--- src/rtl/alu_mdu.sv ---
// alu_mdu: RV32 execute unit. Base ALU ops, branch compare and RV32M behind one
// valid/ready interface. Non-divide ops register their result at the accept edge.
// Divides use an iterative radix-2 restoring divider.
// Optional feature macro: ALU_MDU_MULDIV_EN (multiplier + divider, ops 16-23).
// Without it, ops 16-23 complete in one cycle as illegal.
module alu_mdu #(
    parameter int XLEN = 32,
    parameter int SHW  = $clog2(XLEN)
) (
    input  logic            i_clk,
    input  logic            i_rst,
    input  logic            i_flush,
    input  logic            i_in_valid,
    output logic            o_in_ready,
    input  logic [4:0]      i_op,
    input  logic [XLEN-1:0] i_in1,
    input  logic [XLEN-1:0] i_in2,
    output logic            o_out_valid,
    input  logic            i_out_ready,
    output logic [XLEN-1:0] o_out,
    output logic            o_zero,
    output logic            o_illegal
);

    localparam logic [1:0] ST_IDLE     = 2'd0;
`ifdef ALU_MDU_MULDIV_EN
    localparam logic [1:0] ST_DIV_BUSY = 2'd1;
`endif
    localparam logic [1:0] ST_HOLD     = 2'd2;

    logic [1:0]      r_state;
    logic            r_out_valid;
    logic [XLEN-1:0] r_out;
    logic            r_zero;
    logic            r_illegal;

    logic            w_accept;
    logic [SHW-1:0]  w_shamt;
    logic [XLEN-1:0] w_res;
    logic            w_zero;
    logic            w_illegal;

    assign o_in_ready  = (r_state == ST_IDLE) && (!r_out_valid || i_out_ready);
    assign w_accept    = i_in_valid && o_in_ready;
    assign w_shamt     = i_in2[SHW-1:0];
    assign o_out_valid = r_out_valid;
    assign o_out       = r_out;
    assign o_zero      = r_zero;
    assign o_illegal   = r_illegal;

`ifdef ALU_MDU_MULDIV_EN
    logic [2*XLEN-1:0] w_ma;
    logic [2*XLEN-1:0] w_mb;
    logic [2*XLEN-1:0] w_prod;
    logic              w_ma_sgn;
    logic              w_mb_sgn;
    logic              w_div_signed;
    logic              w_div_ovf;
    logic              w_start_div;
    logic [XLEN-1:0]   w_mag1;
    logic [XLEN-1:0]   w_mag2;

    logic [XLEN-1:0]   r_quo;
    logic [XLEN-1:0]   r_rem;
    logic [XLEN-1:0]   r_dvsr;
    logic              r_neg_q;
    logic              r_neg_r;
    logic              r_is_rem;
    logic [SHW:0]      r_cnt;

    logic [XLEN:0]     w_shift;
    logic [XLEN:0]     w_diff;
    logic [XLEN-1:0]   w_quo_nx;
    logic [XLEN-1:0]   w_rem_nx;
    logic [XLEN-1:0]   w_div_fin;

    // Sign-/zero-extend to 2*XLEN so one truncated product serves all four MUL variants.
    assign w_ma_sgn = (i_op == 5'd17) || (i_op == 5'd18);
    assign w_mb_sgn = (i_op == 5'd17);
    assign w_ma     = {{XLEN{w_ma_sgn & i_in1[XLEN-1]}}, i_in1};
    assign w_mb     = {{XLEN{w_mb_sgn & i_in2[XLEN-1]}}, i_in2};
    assign w_prod   = w_ma * w_mb;

    assign w_div_signed = !i_op[0];
    assign w_div_ovf    = w_div_signed && (i_in1 == {1'b1, {(XLEN-1){1'b0}}}) && (&i_in2);
    assign w_mag1       = (w_div_signed && i_in1[XLEN-1]) ? -i_in1 : i_in1;
    assign w_mag2       = (w_div_signed && i_in2[XLEN-1]) ? -i_in2 : i_in2;

    // One restoring step: shift in the next dividend bit, subtract if it fits.
    assign w_shift  = {r_rem, r_quo[XLEN-1]};
    assign w_diff   = w_shift - {1'b0, r_dvsr};
    assign w_rem_nx = w_diff[XLEN] ? w_shift[XLEN-1:0] : w_diff[XLEN-1:0];
    assign w_quo_nx = {r_quo[XLEN-2:0], ~w_diff[XLEN]};
    assign w_div_fin = r_is_rem ? (r_neg_r ? -w_rem_nx : w_rem_nx)
                                : (r_neg_q ? -w_quo_nx : w_quo_nx);
`endif

    // Single-cycle result for every op that does not need the iterative divider.
    always_comb begin
        w_res     = '0;
        w_zero    = 1'b0;
        w_illegal = 1'b0;
`ifdef ALU_MDU_MULDIV_EN
        w_start_div = 1'b0;
`endif
        case (i_op)
            5'd0:  w_res = i_in1 + i_in2;
            5'd1:  w_res = i_in1 - i_in2;
            5'd2:  w_res = i_in1 << w_shamt;
            5'd3:  w_res = {{(XLEN-1){1'b0}}, $signed(i_in1) < $signed(i_in2)};
            5'd4:  w_res = {{(XLEN-1){1'b0}}, i_in1 < i_in2};
            5'd5:  w_res = i_in1 ^ i_in2;
            5'd6:  w_res = i_in1 >> w_shamt;
            5'd7:  w_res = $unsigned($signed(i_in1) >>> w_shamt);
            5'd8:  w_res = i_in1 | i_in2;
            5'd9:  w_res = i_in1 & i_in2;
            5'd10: w_zero = (i_in1 == i_in2);
            5'd11: w_zero = (i_in1 != i_in2);
            5'd12: w_zero = ($signed(i_in1) < $signed(i_in2));
            5'd13: w_zero = ($signed(i_in1) >= $signed(i_in2));
            5'd14: w_zero = (i_in1 < i_in2);
            5'd15: w_zero = (i_in1 >= i_in2);
`ifdef ALU_MDU_MULDIV_EN
            5'd16: w_res = w_prod[XLEN-1:0];
            5'd17, 5'd18, 5'd19: w_res = w_prod[2*XLEN-1:XLEN];
            5'd20, 5'd21, 5'd22, 5'd23: begin
                if (i_in2 == '0) begin
                    w_res = i_op[1] ? i_in1 : '1;
                end else if (w_div_ovf) begin
                    w_res = i_op[1] ? '0 : i_in1;
                end else begin
                    w_start_div = 1'b1;
                end
            end
`endif
            default: w_illegal = 1'b1;
        endcase
    end

    // Control FSM and output registers; flush kills everything including a same-cycle accept.
    always_ff @(posedge i_clk) begin
        if (i_rst) begin
            r_state     <= ST_IDLE;
            r_out_valid <= 1'b0;
            r_out       <= '0;
            r_zero      <= 1'b0;
            r_illegal   <= 1'b0;
        end else if (i_flush) begin
            r_state     <= ST_IDLE;
            r_out_valid <= 1'b0;
        end else begin
            case (r_state)
                ST_IDLE: begin
                    if (w_accept) begin
`ifdef ALU_MDU_MULDIV_EN
                        if (w_start_div) begin
                            r_out_valid <= 1'b0;
                            r_state     <= ST_DIV_BUSY;
                        end else
`endif
                        begin
                            r_out       <= w_res;
                            r_zero      <= w_zero;
                            r_illegal   <= w_illegal;
                            r_out_valid <= 1'b1;
                        end
                    end else if (i_out_ready) begin
                        r_out_valid <= 1'b0;
                    end
                end
`ifdef ALU_MDU_MULDIV_EN
                ST_DIV_BUSY: begin
                    if (r_cnt == (SHW+1)'(1)) begin
                        r_out       <= w_div_fin;
                        r_zero      <= 1'b0;
                        r_illegal   <= 1'b0;
                        r_out_valid <= 1'b1;
                        r_state     <= ST_HOLD;
                    end
                end
`endif
                ST_HOLD: begin
                    if (i_out_ready) begin
                        r_out_valid <= 1'b0;
                        r_state     <= ST_IDLE;
                    end
                end
                default: r_state <= ST_IDLE;
            endcase
        end
    end

`ifdef ALU_MDU_MULDIV_EN
    // Divider datapath: load magnitudes on a normal divide accept, then one step per cycle.
    always_ff @(posedge i_clk) begin
        if (i_rst) begin
            r_quo    <= '0;
            r_rem    <= '0;
            r_dvsr   <= '0;
            r_neg_q  <= 1'b0;
            r_neg_r  <= 1'b0;
            r_is_rem <= 1'b0;
            r_cnt    <= '0;
        end else if (i_flush) begin
            r_cnt <= '0;
        end else if ((r_state == ST_IDLE) && w_accept && w_start_div) begin
            r_quo    <= w_mag1;
            r_rem    <= '0;
            r_dvsr   <= w_mag2;
            r_neg_q  <= w_div_signed && (i_in1[XLEN-1] ^ i_in2[XLEN-1]);
            r_neg_r  <= w_div_signed && i_in1[XLEN-1];
            r_is_rem <= i_op[1];
            r_cnt    <= (SHW+1)'(XLEN);
        end else if ((r_state == ST_DIV_BUSY) && (r_cnt != '0)) begin
            r_quo <= w_quo_nx;
            r_rem <= w_rem_nx;
            r_cnt <= r_cnt - (SHW+1)'(1);
        end
    end
`endif

endmodule

--- config.mk ---
export PLATFORM = sky130hd
export DESIGN_NAME = alu_mdu
export DESIGN_NICKNAME = d
export VERILOG_FILES = /design/src/rtl/alu_mdu.sv
export SDC_FILE = /design/constraint.sdc
export NUM_CORES = 1
export LEC_CHECK = 0
export CAP_MARGIN = 20
export CORE_AREA = 2 2 97 192
export CTS_BUF_LIST = sky130_fd_sc_hd__clkbuf_4
export CTS_CLUSTER_DIAMETER = 120
export DETAILED_ROUTE_END_ITERATION = 10
export DIE_AREA = 0 0 99 194
export PLACE_DENSITY_LB_ADDON = 0.2
export SYNTH_ARGS = -nofsm -noshare
export SYNTH_HDL_FRONTEND = slang
export SYNTH_SLANG_ARGS = --single-unit
--- constraint.sdc ---
create_clock -name i_clk -period 10.3 [get_ports i_clk]
set_input_delay 1.03 -clock i_clk [delete_from_list [all_inputs] [get_ports i_clk]]
set_output_delay 1.03 -clock i_clk [all_outputs]
set_load 0.02 [all_outputs]
==> metrics.md <==
| Metric | Value |
|---|---|
| Initial core utilization | 58.7% |
| Syn Inst Count | 1477 |
| Worst setup EP type | flip-flop |
| Clock power frac | 11.7% |
| Least-Margin Pin Slew | 1.09 ns |
| RD Place Congestion | 1.12 |
| 1st-pass router iterations | 7 |
| Distinct cells, synth | 90 |
| Critical Path Fanout Max | 65 |
| Sw frac | 55.0% |
| HPWL after detailed placement | 39600 um |
| DRT Wirelength | 52800 um |
| Non-Filler Instances | 1708 |
| Number of buffers created by CTS | 5 |
| Startpoint type of the worst setup path | input port |
| Number of flops mapped to enable cells by yosys | 0 |
| Postcts setup bufs | 0 |
| Buffer and inverter count on the worst path | 3 |
| Synth area leader | ha_1 |
| Worst path max stage delay | 0.89 ns |
| Via density | 7.72 |
| Crit Path Class | in2reg |
| Row Count | 69 |
| Gr usage total | 53.5% |
| Required time worst endpoint | 10.61 ns |
| Overflow after GRT | 0 |
| Die footprint | 0.0192 mm^2 |
| DRT antenna net count | 0 |
| Post-DP Area | 0.0113 mm^2 |
| Static leakage | 0.00459 uW |
| Share of the synthesized area in the top cell type | 11.9% |
| Combinational share of power | 70.8% |
| Port Buffer Count | 109 |
| Chip width | 99 um |
| Die Y | 194 um |
| Synthesized area | 0.0104 mm^2 |
| Root buf cell | clkbuf_4 |
| RSZ-0062 raised after global routing | false |
| Share of layout cells above drive strength 1 | 6.90% |
| Via count | 13200 |
| Mean routed wirelength per cell | 30.9 um |
| Synth async-reset ratio | 0% |
| Fillcell total | 1604 |
| DRT iter0 DRCs | 1771 |
| Synth top cells by count | a21oi_1 (143), nand2_1 (143), nor2_1 (137) |
| Residual DRC | 0 |
| Sequence of cells on the critical path | buf_2, buf_4, clkinv_1, ha_1, nor3_1, o31ai_2, a31oi_2, o41ai_2, nand2_1, a31oi_1, o221ai_1, a221oi_1, a211oi_1 |
| WHS | 0.462 ns |
| Final Power | 799 uW |
| Area Overhead vs Synth | 9.60% |
| Resize count post-CTS | 0 |
| Fin area | 0.0114 mm^2 |
| Net Count, Synth | 1652 |
| Synth Flop Type | dfxtp_1 |
| Slew headroom | 27.2% |
| #FFs+latches synth | 35 |
| H-tree lvl count | 2 |
| Clock Tree Buf Depth | 2 |
| Fin. Hold Viols | 0 |
| F_max | 192 MHz |
| Psw | 439 uW |
| Core box area | 0.0177 mm^2 |
| Pwr Density | 70.1 mW/mm^2 |
| Fin Setup TNS | 0 ns |
| Pin count of the biggest net entering global routing | 73 |
| Worst hold path class | reg2reg |
| Final Slew Violations | 0 |
| Io pins | 110 |
| Nets | 1666 |
| MaxCap Viol Count | 0 |
| Vias in the first global route | 12600 |
| Cell internal pwr | 360 uW |
| Crit path time final | 5.21 ns |
| # clock sinks | 35 |
| Mean Syn Cell Area | 7.04 um^2 |
| Worst Skew | 0.0205 ns |
| Status | finished, final reports clean |
| Post-CTS Hold Buffers | 0 |
| TritonCTS clock tree | done |
| Post-Place Cells | 1696 |
| Skew-Pair Late Insertion Delay | 0.43 ns |
| Maximum VDD drop | 84.9 uV |
| Initial antenna violation count | 4 |
| Final setup violating endpoints | 0 |
| Worst EP arrival | 5.52 ns |
| First-pass GRT wire length | 77700 um |
| Footprint of the multi-input gates | 0.00874 mm^2 |
| FF/Latch Area | 701 um^2 |
| Flop pwr share | 17.5% |
| Top delay family on crit path | compound AO/OA/AOI/OAI gates |
| Fin crit share | 50.6% |
| Ys Warns | 0 |
| Largest cells by area after synthesis | ha_1 (12%), a21oi_1 (6.9%), dfxtp_1 (6.7%) |
| Slowest-stage cell, CP | clkinv_1 |
| Worst-path clk slew | 0.15 ns |
| Register area share after synthesis | 6.74% |
[sequential cells by signal (all words and copies together), names as in the netlist]
name         cells
o_illegal        1
o_out_valid      1
o_out           32
o_zero           1
[worst min-delay path, stage by stage, from the launching register on]
cell     delay, ns
dfxtp_1       0.34
nand2_1       0.05
nand2_1       0.04
[through the flow]
step	setup WS, ns	utilization (%)
finish	5.09	64.4
global route	4.80	64.3
CTS	5.29	64.3
detailed placement	4.84	64.0
global placement	4.96	64.0
floorplan	6.04	-
[path summary, 6_finish.rpt]
kind / startpoint / endpoint / slack (ns) / cells after the start
max: i_in2[3] / o_out[20]$_SDFFE_PP0P_ / 5.09 / 13
min: o_out[2]$_SDFFE_PP0P_ / o_out[2]$_SDFFE_PP0P_ / 0.46 / 2
max reg2reg: o_out_valid$_SDFF_PP0_ / o_out[15]$_SDFFE_PP0P_ / 7.63 / 10
min reg2reg: o_out[2]$_SDFFE_PP0P_ / o_out[2]$_SDFFE_PP0P_ / 0.46 / 2
[routing by layer]
metal	vias to the layer above	global-route usage, %	wire (um)
met2	1162	84.8	24000
met1	6017	55.7	16100
met5	-	0	13
met4	2	48.9	6480
li1	5564	-	-
met3	437	15.6	6160
[power groups by stage]
| stage | Clock (uW) | Sequential, uW | Combinational (uW) |
|---|---|---|---|
| finish | 93.2 | 140 | 566 |
| global route | 94.6 | 140 | 588 |
| CTS | 91.9 | 139 | 531 |
| detailed placement | 0 | 142 | 528 |
| global placement | 0 | 142 | 524 |
| floorplan | 0 | 145 | 345 |
[area by class of cell]
type | instances | area share (%)
Multi-Input combinational cell | 1215 | 76.7
Timing Repair Buffer | 131 | 10.9
Sequential cell | 35 | 6.15
Inverter | 103 | 3.39
Tap cell | 213 | 2.34
Clock buffer | 6 | 0.395
Clock inverter | 2 | 0.0659
Antenna cell | 3 | 0.0659
[layout by cell type, fill, tap and decap left out, types with 9 or more instances in the layout]
master / netlist / routed
a21oi_1: 143 / 143
nand2_1: 143 / 143
nor2_1: 137 / 136
clkdlybuf4s50_1: 0 / 105
inv_1: 100 / 100
ha_1: 99 / 99
o21ai_0: 90 / 90
mux2i_1: 64 / 64
nor3_1: 37 / 36
nand3_1: 37 / 36
dfxtp_1: 35 / 35
mux4_2: 31 / 31
a221oi_1: 29 / 29
a211oi_1: 28 / 28
o211ai_1: 27 / 27
o31ai_1: 22 / 22
buf_4: 7 / 22
a22oi_1: 21 / 21
a21o_1: 19 / 19
a31oi_1: 18 / 18
mux2_2: 18 / 18
nor4_1: 15 / 15
nand2b_1: 14 / 14
o221ai_1: 13 / 13
nand4_1: 13 / 13
o21ai_1: 11 / 11
and3_1: 10 / 10
and2_1: 10 / 10
o21bai_1: 10 / 10
or3_1: 9 / 9
[logic make-up after synthesis]
kind of cell	after synthesis	synth area share [%]
AOI/OAI and AO/OA	530	34.3
xor gates and xnor gates	8	0.674
adders and majority gates	101	12.3
buffers and inverters	227	9.41
DFF	35	6.74
muxes	120	16.3
and+or+nand+nor	456	20.2
Note: power is estimated with default switching activity, not from simulation.
